[config.mk]
export PLATFORM = sky130hd
export DESIGN_NAME = fa_trojan_monitor_flat
export DESIGN_NICKNAME = d
export VERILOG_FILES = /design/src/rtl/fa_mon_pkg.sv /design/src/rtl/fa_trojan_monitor_if.sv /design/src/rtl/fa_exp_pipe.sv /design/src/rtl/fa_trojan_monitor.sv /design/src/flat_wrapper.sv
export SDC_FILE = /design/constraint.sdc
export NUM_CORES = 1
export LEC_CHECK = 0
export BUFFER_PORTS_ARGS = -buffer_cell sky130_fd_sc_hd__buf_2
export CAP_MARGIN = 40
export CORE_ASPECT_RATIO = 1.5
export CORE_UTILIZATION = 40
export CTS_CLUSTER_SIZE = 25
export DETAILED_ROUTE_END_ITERATION = 12
export PLACE_DENSITY = 0.58
export SETUP_SLACK_MARGIN = 0.15
export SLEW_MARGIN = 20
export SYNTH_ARGS = -nofsm -noshare
export SYNTH_HDL_FRONTEND = slang
export SYNTH_HIERARCHICAL = 1
export SYNTH_SLANG_ARGS = --single-unit
[constraint.sdc]
create_clock -name clk -period 2.5 [get_ports clk]
set_input_delay 0.5 -clock clk [delete_from_list [all_inputs] [get_ports clk]]
set_output_delay 0.5 -clock clk [all_outputs]
set_load 0.01 [all_outputs]
[src/rtl/fa_mon_pkg.sv]
// -----------------------------------------------------------------------------
// fa_mon_pkg
// Shared definitions for the full-adder Trojan monitor:
//   - mon_state_t : monitor FSM encoding (MON_MONITOR / MON_SUSPECT / MON_ALERT)
//   - fa_golden() : reference full adder, returns {sum, cout}
// -----------------------------------------------------------------------------
package fa_mon_pkg;

   typedef enum logic [1:0] {
      MON_MONITOR = 2'd0,
      MON_SUSPECT = 2'd1,
      MON_ALERT   = 2'd2
   } mon_state_t;

   // Golden full adder; result packed as {sum, cout}.
   function automatic logic [1:0] fa_golden(input logic a, input logic b, input logic cin);
      logic w_sum;
      logic w_cout;
      w_sum  = a ^ b ^ cin;
      w_cout = (a & b) | (a & cin) | (b & cin);
      return {w_sum, w_cout};
   endfunction

endpackage

[src/rtl/fa_trojan_monitor_if.sv]
// -----------------------------------------------------------------------------
// fa_trojan_monitor_if
// Bundle between the observed adder (plus its soft clear) and the monitor.
//   in_valid, a, b, cin : adder input vector tapped at the DUT
//   sum, cout           : DUT registered outputs
//   clear               : synchronous soft clear
//   mismatch, run_len, err_cnt, suspect, alert, state, log_vec : monitor status
// Modports: master (drives the tapped signals, reads status), slave (monitor).
// -----------------------------------------------------------------------------
interface fa_trojan_monitor_if #(
   parameter int CNT_W = 8
) ();
   logic             in_valid;
   logic             a;
   logic             b;
   logic             cin;
   logic             sum;
   logic             cout;
   logic             clear;
   logic             mismatch;
   logic [CNT_W-1:0] run_len;
   logic [CNT_W-1:0] err_cnt;
   logic             suspect;
   logic             alert;
   logic [1:0]       state;
   logic [4:0]       log_vec;

   modport master (
      output in_valid, a, b, cin, sum, cout, clear,
      input  mismatch, run_len, err_cnt, suspect, alert, state, log_vec
   );

   modport slave (
      input  in_valid, a, b, cin, sum, cout, clear,
      output mismatch, run_len, err_cnt, suspect, alert, state, log_vec
   );
endinterface

[src/rtl/fa_exp_pipe.sv]
// -----------------------------------------------------------------------------
// fa_exp_pipe
// LATENCY-deep delay line of {valid, vector, expected {sum,cout}} so that the
// golden expectation lines up with the adder's registered output.
// Ports:
//   clk, rst_n (sync, active-low), i_clear (soft clear of the whole line)
//   i_valid, i_vec[2:0] = {a,b,cin} : vector entering stage 0
//   o_valid, o_vec, o_exp           : stage LATENCY-1 contents
// -----------------------------------------------------------------------------
module fa_exp_pipe
   import fa_mon_pkg::*;
#(
   parameter int LATENCY = 1
) (
   input  logic       clk,
   input  logic       rst_n,
   input  logic       i_clear,
   input  logic       i_valid,
   input  logic [2:0] i_vec,
   output logic       o_valid,
   output logic [2:0] o_vec,
   output logic [1:0] o_exp
);
   logic       r_vld [LATENCY];
   logic [2:0] r_vec [LATENCY];
   logic [1:0] r_exp [LATENCY];

   // Load stage 0 every cycle and shift unconditionally; valid rides with data.
   always_ff @(posedge clk) begin
      if (!rst_n || i_clear) begin
         for (int i = 0; i < LATENCY; i++) begin
            r_vld[i] <= 1'b0;
            r_vec[i] <= 3'b000;
            r_exp[i] <= 2'b00;
         end
      end else begin
         r_vld[0] <= i_valid;
         r_vec[0] <= i_vec;
         r_exp[0] <= fa_golden(i_vec[2], i_vec[1], i_vec[0]);
         for (int i = 1; i < LATENCY; i++) begin
            r_vld[i] <= r_vld[i-1];
            r_vec[i] <= r_vec[i-1];
            r_exp[i] <= r_exp[i-1];
         end
      end
   end

   assign o_valid = r_vld[LATENCY-1];
   assign o_vec   = r_vec[LATENCY-1];
   assign o_exp   = r_exp[LATENCY-1];
endmodule

[src/rtl/fa_trojan_monitor.sv]
// -----------------------------------------------------------------------------
// fa_trojan_monitor
// Runtime checker for a registered full adder. Compares the adder outputs with
// a delayed golden expectation, tracks runs of identical valid vectors (a
// typical Trojan trigger) and raises a sticky alert when a long run is followed
// by wrong outputs or when errors accumulate.
// Ports:
//   clk   : clock, rising edge
//   rst_n : synchronous active-low reset
//   bus   : fa_trojan_monitor_if.slave (tapped vector, DUT outputs, clear,
//           mismatch/run_len/err_cnt/suspect/alert/state/log_vec status)
// Build option: define FA_MON_LOG_EN to capture the first failing
// {a,b,cin,sum,cout} into log_vec; otherwise log_vec is tied to zero.
// -----------------------------------------------------------------------------
module fa_trojan_monitor
   import fa_mon_pkg::*;
#(
   parameter int LATENCY    = 1,
   parameter int RUN_THRESH = 6,
   parameter int WINDOW     = 8,
   parameter int ERR_THRESH = 2,
   parameter int CNT_W      = 8
) (
   input logic                 clk,
   input logic                 rst_n,
   fa_trojan_monitor_if.slave  bus
);
   localparam int               WIN_W    = $clog2(WINDOW + 1);
   localparam logic [CNT_W-1:0] RUN_TH_C = CNT_W'(RUN_THRESH);
   localparam logic [CNT_W-1:0] ERR_TH_C = CNT_W'(ERR_THRESH);
   localparam logic [CNT_W-1:0] CNT_MAX  = {CNT_W{1'b1}};
   localparam logic [WIN_W-1:0] WIN_LOAD = WIN_W'(WINDOW);

   logic [2:0]       w_vec;
   logic             w_pv;
   logic [2:0]       w_pvec;
   logic [1:0]       w_pexp;
   logic             w_rst;
   logic             w_cmp_fail;
   logic [CNT_W-1:0] w_err_nxt;
   logic [CNT_W-1:0] w_run_nxt;
   logic             w_trigger;
   logic             w_err_hit;

   logic             r_mismatch;
   logic [CNT_W-1:0] r_run;
   logic [CNT_W-1:0] r_err;
   logic [2:0]       r_prev_vec;
   logic             r_have_prev;
   mon_state_t       r_state;
   logic [WIN_W-1:0] r_win;
   logic             r_suspect;
   logic             r_alert;

   assign w_vec = {bus.a, bus.b, bus.cin};
   assign w_rst = !rst_n || bus.clear;

   fa_exp_pipe #(.LATENCY(LATENCY)) u_pipe (
      .clk     (clk),
      .rst_n   (rst_n),
      .i_clear (bus.clear),
      .i_valid (bus.in_valid),
      .i_vec   (w_vec),
      .o_valid (w_pv),
      .o_vec   (w_pvec),
      .o_exp   (w_pexp)
   );

   assign w_cmp_fail = w_pv && ({bus.sum, bus.cout} != w_pexp);

   // Next error count, saturating.
   always_comb begin
      w_err_nxt = r_err;
      if (w_cmp_fail && (r_err != CNT_MAX)) begin
         w_err_nxt = r_err + CNT_W'(1);
      end else begin
         w_err_nxt = r_err;
      end
   end

   // Next run length: extend on a repeat, restart at 1 on a new vector, hold on idle.
   always_comb begin
      w_run_nxt = r_run;
      if (bus.in_valid) begin
         if (r_have_prev && (w_vec == r_prev_vec)) begin
            w_run_nxt = (r_run == CNT_MAX) ? r_run : (r_run + CNT_W'(1));
         end else begin
            w_run_nxt = CNT_W'(1);
         end
      end else begin
         w_run_nxt = r_run;
      end
   end

   // A valid vector keeping the run at/above threshold both arms and re-arms SUSPECT.
   assign w_trigger = bus.in_valid && (w_run_nxt >= RUN_TH_C);
   assign w_err_hit = (w_err_nxt >= ERR_TH_C);

   // Counters, mismatch pulse and run history.
   always_ff @(posedge clk) begin
      if (w_rst) begin
         r_mismatch  <= 1'b0;
         r_run       <= '0;
         r_err       <= '0;
         r_prev_vec  <= 3'b000;
         r_have_prev <= 1'b0;
      end else begin
         r_mismatch <= w_cmp_fail;
         r_run      <= w_run_nxt;
         r_err      <= w_err_nxt;
         if (bus.in_valid) begin
            r_prev_vec  <= w_vec;
            r_have_prev <= 1'b1;
         end else begin
            r_prev_vec  <= r_prev_vec;
            r_have_prev <= r_have_prev;
         end
      end
   end

   // Monitor FSM with window counter and registered suspect/alert flags.
   always_ff @(posedge clk) begin
      if (w_rst) begin
         r_state   <= MON_MONITOR;
         r_win     <= '0;
         r_suspect <= 1'b0;
         r_alert   <= 1'b0;
      end else if (w_err_hit) begin
         r_state   <= MON_ALERT;
         r_win     <= '0;
         r_suspect <= 1'b0;
         r_alert   <= 1'b1;
      end else begin
         case (r_state)
            MON_MONITOR: begin
               if (w_trigger) begin
                  r_state   <= MON_SUSPECT;
                  r_win     <= WIN_LOAD;
                  r_suspect <= 1'b1;
               end else begin
                  r_state   <= MON_MONITOR;
                  r_win     <= '0;
                  r_suspect <= 1'b0;
               end
               r_alert <= 1'b0;
            end
            MON_SUSPECT: begin
               if (w_cmp_fail) begin
                  r_state   <= MON_ALERT;
                  r_win     <= '0;
                  r_suspect <= 1'b0;
                  r_alert   <= 1'b1;
               end else if (w_trigger) begin
                  r_state   <= MON_SUSPECT;
                  r_win     <= WIN_LOAD;
                  r_suspect <= 1'b1;
                  r_alert   <= 1'b0;
               end else if (r_win <= WIN_W'(1)) begin
                  // Last cycle of the window passed quietly.
                  r_state   <= MON_MONITOR;
                  r_win     <= '0;
                  r_suspect <= 1'b0;
                  r_alert   <= 1'b0;
               end else begin
                  r_state   <= MON_SUSPECT;
                  r_win     <= r_win - WIN_W'(1);
                  r_suspect <= 1'b1;
                  r_alert   <= 1'b0;
               end
            end
            MON_ALERT: begin
               r_state   <= MON_ALERT;
               r_win     <= '0;
               r_suspect <= 1'b0;
               r_alert   <= 1'b1;
            end
            default: begin
               // Unreachable encoding: fail safe into ALERT.
               r_state   <= MON_ALERT;
               r_win     <= '0;
               r_suspect <= 1'b0;
               r_alert   <= 1'b1;
            end
         endcase
      end
   end

`ifdef FA_MON_LOG_EN
   logic       r_logged;
   logic [4:0] r_log;

   // Capture the first failing vector and observed outputs; hold until clear/reset.
   always_ff @(posedge clk) begin
      if (w_rst) begin
         r_logged <= 1'b0;
         r_log    <= 5'b00000;
      end else if (w_cmp_fail && !r_logged) begin
         r_logged <= 1'b1;
         r_log    <= {w_pvec, bus.sum, bus.cout};
      end else begin
         r_logged <= r_logged;
         r_log    <= r_log;
      end
   end

   assign bus.log_vec = r_log;
`else
   logic [2:0] w_unused_pvec;
   assign w_unused_pvec = w_pvec;
   assign bus.log_vec   = 5'b00000;
`endif

   assign bus.mismatch = r_mismatch;
   assign bus.run_len  = r_run;
   assign bus.err_cnt  = r_err;
   assign bus.suspect  = r_suspect;
   assign bus.alert    = r_alert;
   assign bus.state    = r_state;
endmodule

[src/flat_wrapper.sv]
// flat-port wrapper written by rule: the top's interface ports become plain ports
module fa_trojan_monitor_flat import fa_mon_pkg::*;
#(
   parameter int LATENCY    = 1,
   parameter int RUN_THRESH = 6,
   parameter int WINDOW     = 8,
   parameter int ERR_THRESH = 2,
   parameter int CNT_W      = 8
)
  (clk, rst_n, bus_in_valid, bus_a, bus_b, bus_cin, bus_sum, bus_cout, bus_clear, bus_mismatch, bus_run_len, bus_err_cnt, bus_suspect, bus_alert, bus_state, bus_log_vec);
  fa_trojan_monitor_if #(.CNT_W(CNT_W)) bus_i ();
  input logic clk;
  input logic rst_n;
  input wire logic [$bits(bus_i.in_valid)-1:0] bus_in_valid;
  input wire logic [$bits(bus_i.a)-1:0] bus_a;
  input wire logic [$bits(bus_i.b)-1:0] bus_b;
  input wire logic [$bits(bus_i.cin)-1:0] bus_cin;
  input wire logic [$bits(bus_i.sum)-1:0] bus_sum;
  input wire logic [$bits(bus_i.cout)-1:0] bus_cout;
  input wire logic [$bits(bus_i.clear)-1:0] bus_clear;
  output wire logic [$bits(bus_i.mismatch)-1:0] bus_mismatch;
  output wire logic [$bits(bus_i.run_len)-1:0] bus_run_len;
  output wire logic [$bits(bus_i.err_cnt)-1:0] bus_err_cnt;
  output wire logic [$bits(bus_i.suspect)-1:0] bus_suspect;
  output wire logic [$bits(bus_i.alert)-1:0] bus_alert;
  output wire logic [$bits(bus_i.state)-1:0] bus_state;
  output wire logic [$bits(bus_i.log_vec)-1:0] bus_log_vec;
  assign bus_i.in_valid = bus_in_valid;
  assign bus_i.a = bus_a;
  assign bus_i.b = bus_b;
  assign bus_i.cin = bus_cin;
  assign bus_i.sum = bus_sum;
  assign bus_i.cout = bus_cout;
  assign bus_i.clear = bus_clear;
  assign bus_mismatch = bus_i.mismatch;
  assign bus_run_len = bus_i.run_len;
  assign bus_err_cnt = bus_i.err_cnt;
  assign bus_suspect = bus_i.suspect;
  assign bus_alert = bus_i.alert;
  assign bus_state = bus_i.state;
  assign bus_log_vec = bus_i.log_vec;
  fa_trojan_monitor #(.LATENCY(LATENCY), .RUN_THRESH(RUN_THRESH), .WINDOW(WINDOW), .ERR_THRESH(ERR_THRESH), .CNT_W(CNT_W)) u_core (.clk(clk), .rst_n(rst_n), .bus(bus_i));
endmodule
==> out/qor.yml, run 1 <==
synth_area_per_cell_sq_um: 8.69
syn_area_sq_um: 1640
root_buffer: "clkbuf_8"
gp_congestion: 0.911
dieArea_sq_um: 4370
peakVddDrop_v: 0.000330
fmax_mhz: 445
die_x_um: 54.3
die_h_um: 80.5
drive_gt1_share_pct: 22.4
area_growth_pct: 16.1
wl_per_cell_um: 12.7
grt_remaining_overflow: 0
fin_skew_ns: 0.00673
r2r_cells: 7
layout.cells.non_filler: 264
rsz0062_at_grt: "false"
layout_commonest_cell: "dfxtp_1"
antenna_found_initial: 0
io_pins: 35
dp.cells: 256
slowest_stage: "or4b_4"
post_cts_buffers: 0
drt-total-wl_mm: 3.36
cp-end-kind: "register"
final_net_count: 232
grtUsageTotal_pct: 17.4
dp_hpwl_mm: 2.45
initial_core_util_pct: 41.9
timing.final.crit_share_pct: 90.0
most-common-layout-cells: "dfxtp_1, buf_2, nor2_1"
grt_pass1_wl_mm: 5.60
p_leak_nw: 0.790
clkTransAtPathRegs_ns: 0.06
min_path_cells: 2
diodes: 0
grt_max_degree: 13
powerDensity_nw_per_um2: 525
vias: 1425
grt_pass1_vias: 1312
worstPathCellList: "ha_1 -> nand2_1 -> a21oi_1 -> mux2_4 -> a211o_1 -> or4b_4 -> nor2b_1"
core_area_sq_um: 3920
finalHoldViolCount: 0
io_buffer_count: 29
worstPathRequired_ns: 2.66
crit_fanout: 6
crit_type: "reg -> reg"
status: "finished clean"
crit_arrival_ns: 2.41
slew_viol_final: 0
clk_path_buf_depth: 2
finalInstanceArea_sq_um: 1910
start_kind: "register"
setup_violations: 0
fillers: 393
cts_hold_buf: 0
syn_inst: 189
finalPower_mw: 1.00
clock-sinks: 30
vias_per_cell: 5.40
placedInstanceArea_sq_um: 1800
drtPass1Iterations: 4
period_minus_slack_ns: 2.25
slowest_delay_ns: 0.51
max_cap_viol_count: 0
clkLatencyLatePin_ns: 0.28
tns_ns: 0
drc: 0
rows: 28
cts_tree: "yes"
cts_made_buffers: 5
yosysWarnings: 6
cts-htree-levels: 2
cts_resized: 0
ant_nets: 0
hp-class: "reg -> reg"
drtIter0Drc: 58
power breakdown:
group          internal [mW]  switching (mW)
Sequential             0.484         0.00431
Combinational         0.0239          0.0326
Clock                  0.278           0.178
Total                  0.786           0.215
flip-flops by register name, indices dropped and copies added (netlist names):
signal	count
u_core/bus.state	2
u_core/u_pipe/r_exp	2
u_core/bus.mismatch	1
u_core/r_win	4
u_core/r_have_prev	1
u_core/bus.run_len	8
u_core/bus.err_cnt	8
u_core/r_prev_vec	3
u_core/u_pipe/r_vld	1
metrics by stage:
stage | hold WS [ns] | utilization (%) | worst slack [ns]
floorplan | 0.434 | - | 0.341
global placement | 0.453 | 45.8 | 0.223
detailed placement | 0.460 | 45.8 | 0.203
CTS | 0.475 | 48.6 | 0.259
global route | 0.502 | 48.6 | 0.154
finish | 0.468 | 48.6 | 0.251
area by class of cell:
class | count | area [sq um] | share of cell area [%]
inverter | 5 | 18.8 | 0.984
clock buffer | 8 | 110 | 5.77
tap | 45 | 56.3 | 2.95
sequential | 30 | 601 | 31.5
multi-input combinational | 144 | 955 | 50.0
timing repair buffer | 32 | 168 | 8.79
path summary, 6_finish.rpt:
kind / from / endpoint / slack, ns
min: u_core/r_have_prev / u_core/r_have_prev / 0.47
max: u_core/bus.err_cnt[0] / u_core/bus.state[1] / 0.25
min reg2reg: u_core/r_have_prev / u_core/r_have_prev / 0.47
max reg2reg: u_core/bus.err_cnt[0] / u_core/bus.state[1] / 0.25
worst max-delay path, delay by kind of cell, from the launching register on:
kind,cells,cell delay [ns]
AO/OA/AOI/OAI,2,0.43
multiplexers,1,0.32
adder cells (fa/ha/maj),1,0.25
flip-flops,1,0.42
AND/OR/NAND/NOR,3,0.72
routing by layer:
metal,global-route usage (%),routed length (um)
met2,29.4,1680
met4,7.69,69
met5,0,0
met1,19.3,1460
met3,4.92,145
Note: power is estimated with default switching activity, not from simulation.
==> run 2: changes to the inputs <==
Settings changed: CORE_MARGIN set to 2.
==> out/qor.yml, run 2 (synthesis results as in run 1) <==
status: "finished clean"
final_net_count: 234  # +0.86%
finalPower_mw: 0.899  # -10%
hold-path-endpoint: "u_core/r_have_prev"
hold_slack_ns: 0.469  # +0.000435 ns
fin_skew_ns: 0.00467  # -0.00206 ns
cts-htree-levels: 2  # unchanged
cts_tree: "yes"
slew_viol_final: 0  # unchanged
clkLatencyLatePin_ns: 0.27  # about the same
gp_congestion: 0.806  # -12%
rows: 28  # unchanged
startpoint: "u_core/bus.err_cnt[0]"
vias: 1385  # -2.8%
r2r_cells: 7  # unchanged
core_area_sq_um: 3960  # +0.89%
drive_gt1_share_pct: 21.8  # -0.56 points
diodes: 0  # unchanged
grt_pass1_wl_mm: 5.53  # -1.2%
die_h_um: 82.5  # +2.5%
start_kind: "register"
post_cts_buffers: 0  # unchanged
r2r_end: "u_core/bus.state[1]"
hp-class: "reg -> reg"
wl_per_cell_um: 12.3  # -3.6%
most-common-layout-cells: "dfxtp_1, buf_2, nor2_1"
fmax_mhz: 450  # +1.3%
cp-end-kind: "register"
io_buffer_count: 29  # unchanged
grtUsageTotal_pct: 15.2  # -2.2 points
grt_pass1_vias: 1313  # +0.076%
drt-total-wl_mm: 3.25  # -3.2%
die_x_um: 56.3  # +3.7%
drtIter0Drc: 44  # -24%
cts_resized: 0  # unchanged
layout.cells.non_filler: 265  # +0.38%
worstPathRequired_ns: 2.66  # about the same
dp.cells: 258  # +0.78%
antenna_found_initial: 0  # unchanged
cts_made_buffers: 5  # unchanged
peakVddDrop_v: 0.000352  # +6.6%
dieArea_sq_um: 4650  # +6.3%
timing.final.crit_share_pct: 88.8  # -1.2 points
initial_core_util_pct: 41.5  # -0.37 points
layout_commonest_cell: "dfxtp_1"
p_leak_nw: 0.781  # -1.1%
clock-sinks: 30  # unchanged
reg2reg_from: "u_core/bus.err_cnt[0]"
dp_hpwl_mm: 2.45  # about the same
vias_per_cell: 5.23  # -3.2%
root_buffer: "clkbuf_8"
finalHoldViolCount: 0  # unchanged
crit_type: "reg -> reg"
clk_path_buf_depth: 2  # unchanged
setup_violations: 0  # unchanged
tns_ns: 0  # unchanged
crit_fanout: 6  # unchanged
max_cap_viol_count: 0  # unchanged
clkTransAtPathRegs_ns: 0.06  # about the same
grt_remaining_overflow: 0  # unchanged
cts_hold_buf: 0  # unchanged
area_growth_pct: 15.0
crit_arrival_ns: 2.38  # -0.03 ns
ff2ff_setup_slack_ns: 0.28  # +0.03 ns
period_minus_slack_ns: 2.22  # -0.0295 ns
ant_nets: 0  # unchanged
drc: 0  # unchanged
rsz0062_at_grt: "false"
powerDensity_nw_per_um2: 476  # -9.3%
io_pins: 35  # unchanged
min_path_cells: 2  # unchanged
grt_max_degree: 13  # unchanged
drtPass1Iterations: 4  # unchanged
hold_start: "u_core/r_have_prev"
## run 2: cell count changes in the layout (fill, tap and decap cells not counted)
cell / before / now
clkbuf_1: 0 / 2
clkbuf_8: 8 / 5
buf_4: 3 / 5
## run 2: cell type report
type / instances / area [sq um]
Timing Repair Buffer: 34 / 183
Inverter: 5 / 18.8
Tap cell: 45 / 56.3
Multi-Input combinational cell: 144 / 955
Sequential cell: 30 / 601
Clock buffer: 7 / 76.3
Fill cell: 428 / 2070
## run 2: worst max path at each step
stage / endpoint / cells past startpoint
2_1_floorplan: u_core/bus.state[1] / 7
3_3_place_gp: u_core/bus.state[1] / 7
3_5_place_dp: u_core/bus.state[1] / 7
4_1_cts: u_core/bus.state[1] / 7
5_1_grt: u_core/bus.state[1] / 7
6_report: u_core/bus.state[1] / 7
## run 2: metal layers
| layer | wire length [um] | up-vias | GRT usage [%] |
|---|---|---|---|
| met3 | 159 | 10 | 4.21 |
| li1 | - | 712 | - |
| met2 | 1590 | 36 | 26.4 |
| met5 | 0 | - | 0 |
| met1 | 1400 | 627 | 16.6 |
| met4 | 100 | 0 | 9.05 |
## run 2: per-stage QoR
stage | worst slack [ns] | utilization [%] | area (sq um)
after floorplan | 0.341 | - | 1660
after global placement | 0.216 | 45.8 | 1810
after detailed placement | 0.197 | 45.8 | 1810
after CTS | 0.269 | 47.7 | 1890
after global routing | 0.185 | 47.7 | 1890
final | 0.280 | 47.7 | 1890
## run 2: worst max-delay path, stage by stage, from the launching register on
cell and delay (ns):
dfxtp_1 0.42, ha_1 0.24, nand2_1 0.06, a21oi_1 0.16, mux2_4 0.32, a211o_1 0.27
or4b_4 0.50, nor2b_1 0.15
## run 2: report_power, final
part	internal [mW]	switching (mW)
Sequential	0.485	0.00397
Clock	0.191	0.162
Combinational	0.0247	0.0330
Total	0.700	0.199
